$ cat src/rtl/sine_phase_sequencer.sv
// ============================================================================
// Module   : sine_phase_sequencer
// Purpose  : Walks a half-sine table up and down to emit a full-period sine
//            stream on a valid/ready interface at a programmable sample rate.
//            Optional macro SINE_SIGNED_OUT_EN selects two's-complement output.
// Revision : 1.0 - initial release
// ============================================================================
`default_nettype none

module sine_phase_sequencer #(
    parameter int SINE_SIZE      = 8,
    parameter int TABLE_SIZE     = 44,
    parameter int TABLE_REG_SIZE = 6,
    parameter int DIV_W          = 16
) (
    input  logic                      clk,
    input  logic                      rst_n,
    input  logic                      enable,
    input  logic [DIV_W-1:0]          div,
    input  logic [SINE_SIZE-1:0]      sine_wave [0:TABLE_SIZE-1],
    input  logic [TABLE_REG_SIZE-1:0] table_size,
    output logic [SINE_SIZE-1:0]      sample_out,
    output logic                      sample_valid,
    input  logic                      sample_ready,
    output logic                      period_start,
    output logic                      dir_down
);

    localparam logic [TABLE_REG_SIZE-1:0] LAST_MAX = TABLE_REG_SIZE'(TABLE_SIZE - 1);
    localparam logic [TABLE_REG_SIZE-1:0] IDX_ZERO = '0;
    localparam logic [TABLE_REG_SIZE-1:0] IDX_ONE  = TABLE_REG_SIZE'(1);
    localparam logic [DIV_W-1:0]          CNT_ZERO = '0;
    localparam logic [DIV_W-1:0]          CNT_ONE  = DIV_W'(1);

    typedef enum logic [1:0] {
        IDLE = 2'd0,
        RISE = 2'd1,
        FALL = 2'd2
    } state_t;

    state_t                      state_q;
    logic [TABLE_REG_SIZE-1:0]   last_q;
    logic [TABLE_REG_SIZE-1:0]   index_q;
    logic [DIV_W-1:0]            cnt_q;
    logic [SINE_SIZE-1:0]        sample_q;
    logic                        valid_q;
    logic                        pstart_q;
    logic                        down_q;

    logic [TABLE_REG_SIZE-1:0]   last_d;
    logic [SINE_SIZE-1:0]        sample_d;
    logic                        slot_free_d;
    logic                        fire_d;

    assign last_d      = (table_size > LAST_MAX) ? LAST_MAX : table_size;
    assign slot_free_d = !valid_q || sample_ready;
    assign fire_d      = (cnt_q == div) && slot_free_d;

`ifdef SINE_SIGNED_OUT_EN
    // Flipping the MSB recentres the 0..255 table around zero.
    assign sample_d = sine_wave[index_q] ^ {1'b1, {(SINE_SIZE-1){1'b0}}};
`else
    assign sample_d = sine_wave[index_q];
`endif

    always_ff @(posedge clk or negedge rst_n) begin
        if (!rst_n) begin
            state_q  <= IDLE;
            last_q   <= IDX_ZERO;
            index_q  <= IDX_ZERO;
            cnt_q    <= CNT_ZERO;
            sample_q <= '0;
            valid_q  <= 1'b0;
            pstart_q <= 1'b0;
            down_q   <= 1'b0;
        end else begin
            case (state_q)
                IDLE: begin
                    if (enable) begin
                        state_q <= RISE;
                        last_q  <= last_d;
                        index_q <= IDX_ZERO;
                        cnt_q   <= CNT_ZERO;
                    end
                end
                default: begin
                    if (!enable) begin
                        state_q  <= IDLE;
                        index_q  <= IDX_ZERO;
                        cnt_q    <= CNT_ZERO;
                        valid_q  <= 1'b0;
                        pstart_q <= 1'b0;
                    end else if (fire_d) begin
                        sample_q <= sample_d;
                        valid_q  <= 1'b1;
                        pstart_q <= (index_q == IDX_ZERO);
                        down_q   <= (state_q == FALL);
                        cnt_q    <= CNT_ZERO;
                        if (state_q == RISE) begin
                            if (index_q == last_q) begin
                                // With last<=1 the falling leg has no samples.
                                if (last_q <= IDX_ONE) begin
                                    state_q <= RISE;
                                    index_q <= IDX_ZERO;
                                end else begin
                                    state_q <= FALL;
                                    index_q <= last_q - IDX_ONE;
                                end
                            end else begin
                                index_q <= index_q + IDX_ONE;
                            end
                        end else begin
                            if (index_q == IDX_ONE) begin
                                state_q <= RISE;
                                index_q <= IDX_ZERO;
                            end else begin
                                index_q <= index_q - IDX_ONE;
                            end
                        end
                    end else begin
                        // Counter parks at div while the consumer stalls.
                        if (cnt_q != div) begin
                            cnt_q <= cnt_q + CNT_ONE;
                        end
                        if (valid_q && sample_ready) begin
                            valid_q <= 1'b0;
                        end
                    end
                end
            endcase
        end
    end

    assign sample_out   = sample_q;
    assign sample_valid = valid_q;
    assign period_start = pstart_q;
    assign dir_down     = down_q;

endmodule

`default_nettype wire

$ cat config.mk
export PLATFORM = sky130hd
export DESIGN_NAME = sine_phase_sequencer
export DESIGN_NICKNAME = d
export VERILOG_FILES = /design/src/rtl/sine_phase_sequencer.sv
export SDC_FILE = /design/constraint.sdc
export NUM_CORES = 1
export LEC_CHECK = 0
export CORE_AREA = 4 4 150 152
export CTS_CLUSTER_SIZE = 20
export DETAILED_ROUTE_END_ITERATION = 7
export DIE_AREA = 0 0 154 156
export GPL_TIMING_DRIVEN = 0
export MAX_ROUTING_LAYER = met4
export PLACE_DENSITY_LB_ADDON = 0.1
export SKIP_LAST_GASP = 1
export SYNTH_ARGS = -nofsm -noshare
export SYNTH_HDL_FRONTEND = slang
export SYNTH_SLANG_ARGS = --single-unit
$ cat constraint.sdc
create_clock -name clk -period 4.7 [get_ports clk]
set_clock_uncertainty 0.15 [all_clocks]
set_input_delay 0.705 -clock clk [delete_from_list [all_inputs] [get_ports clk]]
set_output_delay 0.705 -clock clk [all_outputs]
set_load 0.005 [all_outputs]
# Yosys cells after proc, flatten, opt, wreduce, memory -nomap -nowiden
# Cells that the tools add are included.
# Widths: inputs -> output; s select.
# word_totals
register_bits,41
inputBits,378
output_inout_bits,11
elab_cells,73
# op_classes
add_sub_neg,4
n_lt_le_gt_ge,3
eq_ne,13
n_mux,30
bitwise_logic,2
n_reduce_logical,13
# op_table
cell,n
$mux 16,5
$mux 6,9
$bmux 8 s6,1
$add 16x1->16 const B,1
$eq 16x16->1,1
$mux 2,8
$mux 8,2
$ne 16x16->1,1
$sub 6x1->6 const B,2
$reduce_and 2->1,5
$ne 4x1->1 const B,2
$ge 7x7->1 const B,1
$not 6->7,1
$add 6x1->6 const B,1
$eq 6x1->1 const B,1
$eq 6x6->1,1
$gt 6x6->1 const B,1
$le 6x1->1 const B,1
$logic_not 6->1,1
$ne 3x1->1 const B,2
$mux 1,5
$ne 4x2->1 const B,1
$reduce_and 4->1,1
$reduce_and 3->1,1
other kinds (9),10

# Depth between registers and ports, before layout
# logic_depth
ltp_word,7
mapped_depth,10
ltp_nobuf,8

# Least setup slack after synthesis
# OpenSTA, ideal clock, no wires.
# synth_path
path_kind,register to register
from,register index_q[1]
to,register state_q[1]
setup_time_ns,0.128
t_arrival_ns,1.955
required_time_ns,4.422
path_slack_ns,2.468
stages_incl_launch_ff,11
path_buffers,2
synth_period_minus_slack_ns,2.232
path_cell_list,dfrtp_1 -> buf_2 -> buf_4 -> inv_1 -> ha_1 -> inv_1 -> or3_4 -> o21ai_1 -> nand2_1 -> a21boi_2 -> mux2_1
# synth_via
elab_chain_len,3
word_cells_on_any_way,5
cone_classes,4 x eq/ne; 1 x reduce/logical
# synth_lines
element,line,source
"start, declared",43,logic [TABLE_REG_SIZE-1:0] index_q;
"start signal, assigned",107,index_q <= last_q - IDX_ONE;
"start signal, assigned",110,index_q <= index_q + IDX_ONE;
"start signal, assigned",117,index_q <= index_q - IDX_ONE;
$eq 6x6->1 or $eq 6x1->1 (tied branches),"100, 113",
$ne 4x2->1 (no line) or $ne 4x1->1 (tied branches),--,
$reduce_and 4->1 (no line) *,--,
"end signal, assigned",103,state_q <= RISE;
"end signal, assigned",106,state_q <= FALL;
"end signal, assigned",114,state_q <= RISE;
"end, declared",41,state_t state_q;
# Mark *: on every way between the ends. The rest lies on a longest branch, timed or not.
# A chain may end at the register's enable or synchronous reset.

# Worst setup path in the final report
# layout_path
from,input port div[2]
to,register state_q[1]
# layout_via
elab_chain_len,4
# layout_lines
element,line,source
"start, declared",19,"input logic [DIV_W-1:0] div,"
$eq 16x16->1,57,assign fire_d = (cnt_q == div) && slot_free_d;
$logic_and 1x1->1,57,
$ne 3x1->1 (no line),--,
$reduce_and 4->1 (no line),--,
"end signal, assigned",68,state_q <= IDLE;
"end signal, assigned",80,state_q <= RISE;
"end signal, assigned",88,state_q <= IDLE;
# Every way passes these cells.

==> results.sh <==
export IMPL_cts_tree="done"
export IMPL_hold_slack_ns=0.190
export IMPL_coreArea_sq_um=21000
export IMPL_power_density_nw_per_um2=223
export IMPL_rows=53
export IMPL_cts_setup_buffers=0
export IMPL_max_stage_delay_ns=0.49
export IMPL_grtUsageMet1_pct=33.8
export IMPL_grt_pass1_vias=7484
export IMPL_die_area_sq_um=24000
export IMPL_fin_crit_sh_pct=58.2
export IMPL_synth_largest_area_cell="mux2i_1"
export IMPL_synth_compound_area_share_pct=22.4
export IMPL_routed_wl_microns=33300
export IMPL_cp_max_fo=6
export IMPL_ir_drop_uv=153
export IMPL_setup_tns_ns=0
export IMPL_fillers=2147
export IMPL_vias_per_cell=5.28
export IMPL_status="finished, final reports clean"
export IMPL_cp_start_kind="input port"
export IMPL_synth_fa_ha_area_share_pct=1.29
export IMPL_clk_pin_slew_ns=0.06
export IMPL_syn_area_sq_um=5840
export IMPL_post_cts_resized=0
export IMPL_gp_congestion=0.941
export IMPL_grtUsageMet2_pct=43.4
export IMPL_path_cells="clkdlybuf4s50_1, xnor2_1, nand4_1, nor4_2, nand2b_2, a21boi_2, mux2_1"
export IMPL_drc=0
export IMPL_fmax_ghz=0.366
export IMPL_synth_nets=1046
export IMPL_post_dp_hpwl_microns=28800
export IMPL_clk_latency_ns=0.28
export IMPL_final_setup_viol_count=0
export IMPL_yosys_area_share_simple_pct=15.8
export IMPL_fin_nets=1442
export IMPL_ys_async_sr_fraction_pct=100
export IMPL_grt_busiest_layer="met2"
export IMPL_worst_pin_slew_ns=0.874
export IMPL_yosysMostFrequentCell="mux2i_1"
export IMPL_hold_violations=0
export IMPL_synth_top_area_share_pct=22.1
export IMPL_cts_max_path_buffers=2
export IMPL_ys_seq_area_share_pct=17.6
export IMPL_muxShareOfSynthArea_pct=31.6
export IMPL_synthTopCellsByCount="mux2i_1 (129), a22oi_1 (48), nand2_1 (42), a21oi_1 (41), dfrtp_1 (41)"
export IMPL_slowest_stage="clkdlybuf4s50_1"
export IMPL_drtAntennaViolNets=0
export IMPL_yosysWarnings=0
export IMPL_rsz0062_at_grt="false"
export IMPL_yosys_most_used_dff="dfrtp_1"
export IMPL_vias=7097
export IMPL_fp_dieH_microns=156
export IMPL_post_route_util_pct=48.7
export IMPL_grt_use_met3_pct=9.21
export IMPL_ys_types=63
export IMPL_cts_htree_levels=2
export IMPL_synthCells=662
export IMPL_leakagePower_nw=3.56
export IMPL_regToRegSetupSlack_ns=2.06
export IMPL_worstPathArrival_ns=2.75
export IMPL_track_usage_pct=27.3
export IMPL_grt_max_degree=27
export IMPL_ctsHoldBuffers=0
export IMPL_area_delta_synth_final_pct=75.5
export IMPL_root_buffer="clkbuf_16"
export IMPL_synth_area_leaders="mux2i_1 (22%), dfrtp_1 (18%), mux4_2 (9.3%)"
export IMPL_final_max_slew_viol_count=0
export IMPL_drive_gt1_share_pct=8.12
export IMPL_port_buffers=388
export IMPL_first_pass_iters=5
export IMPL_grt_overflow=0
export IMPL_reg2reg_depth=8
export IMPL_grt_pass1_wl_microns=48000
export IMPL_start_util_pct=27.8
export IMPL_maxCapViolCount=0
export IMPL_cp_required_ns=4.71
export IMPL_syn_area_per_cell_sq_um=8.82
export IMPL_synth_edf_count=0
export IMPL_antenna_found_initial=11
export IMPL_ioPinCount=389
export IMPL_relSlewSlack_pct=41.5
export IMPL_criticalPathCategory="input port to flop"
export IMPL_finalCriticalPeriod_ns=2.74
export IMPL_die_w_microns=154
export IMPL_numCtsBuffers=5
export IMPL_endpoint_kind="flop"
export IMPL_yosys_register_bits=41
export IMPL_wl_per_cell_microns=24.8
export IMPL_synth_top_family_by_area="multiplexers"
export IMPL_synth_xor_xnor_area_share_pct=4.50
export IMPL_place_area_sq_um=10100
export IMPL_first_iter_violations=326
export IMPL_min_path_type="input port to async pin"
export IMPL_cts_sinks=41
export IMPL_final_cell_area_sq_um=10200
registers in the layout (all words and copies together) (netlist names):
name          flops
dir_down          1
sample_valid      1
index_q           6
sample_out        8
cnt_q            16
last_q            6
period_start      1
state_q           2
cells by family (layout without fill, tap and decap cells):
group	Yosys count	count (layout)
xor gates and xnor gates	30	30
DFF	41	41
adders and majority gates	6	6
AOI/OAI and AO/OA	184	184
other	0	10
muxes	154	154
and+or+nand+nor	168	168
buffers and inverters	79	476
final timing paths:
path	end	startpoint
max in group asynchronous	cnt_q[10]$_DFFE_PN0P_	rst_n
min reg2reg	cnt_q[0]$_DFFE_PN0P_	cnt_q[0]$_DFFE_PN0P_
min in group clk	cnt_q[0]$_DFFE_PN0P_	cnt_q[0]$_DFFE_PN0P_
max	state_q[1]$_DFFE_PN0P_	div[2]
min	cnt_q[3]$_DFFE_PN0P_	rst_n
max reg2reg	sample_out[2]$_DFFE_PN0P_	index_q[0]$_DFFE_PN0P_
cell type report:
class,instances,area (sq um),share of cell area [%]
multi-input cells,542,4410,43.0
repair buffers,389,3900,38.1
clock inverters,2,10.0,0.0977
diodes,10,25.0,0.244
inverters,12,45.0,0.440
clock buffers,6,129,1.26
flip-flops and latches,41,1030,10.0
well taps,275,344,3.36
plain buffers,67,358,3.49
placed cells by master (no fill, tap or decap), types with 14 or more instances in the layout:
master,instances
nand3_1,35
clkbuf_1,27
nor2_1,20
a21oi_1,41
clkdlybuf4s50_1,387
mux4_2,24
a22oi_1,48
nand4_1,17
buf_4,14
xnor2_1,29
nand2_1,42
buf_2,20
mux2i_1,129
dfrtp_1,41
through the flow:
stage               setup slack, ns  power [mW]  instances
floorplan                      2.47        1.27        662
global placement               1.58        1.93       1325
detailed placement             1.65        1.94       1326
CTS                            1.94        2.29       1334
global route                   1.80        2.45       1344
finish                         1.96        2.28       1344
layer usage:
metal  vias up  wire length (microns)  share of wire [%]
met4         0                    565                1.7
li1       3380                      -                  -
met2       339                  15400                 46
met3        30                   3030                9.1
met5         -                      0                  0
met1      3348                  14300                 43
power by group:
| group | internal [mW] | switching (mW) | total [mW] | leakage (nW) |
|---|---|---|---|---|
| combinational | 0.707 | 0.767 | 1.47 | 2.94 |
| sequential | 0.403 | 0.0669 | 0.470 | 0.552 |
| clock | 0.195 | 0.142 | 0.337 | 0.0707 |
worst max-delay path, delay by kind of cell:
| family | cells | cell delay, ns |
|---|---|---|
| buffers and inverters | 1 | 0.49 |
| muxes | 1 | 0.34 |
| and+or+nand+nor | 3 | 0.85 |
| AOI/OAI and AO/OA | 1 | 0.23 |
| xor gates and xnor gates | 1 | 0.13 |
Power figures use the tool's default switching activity.
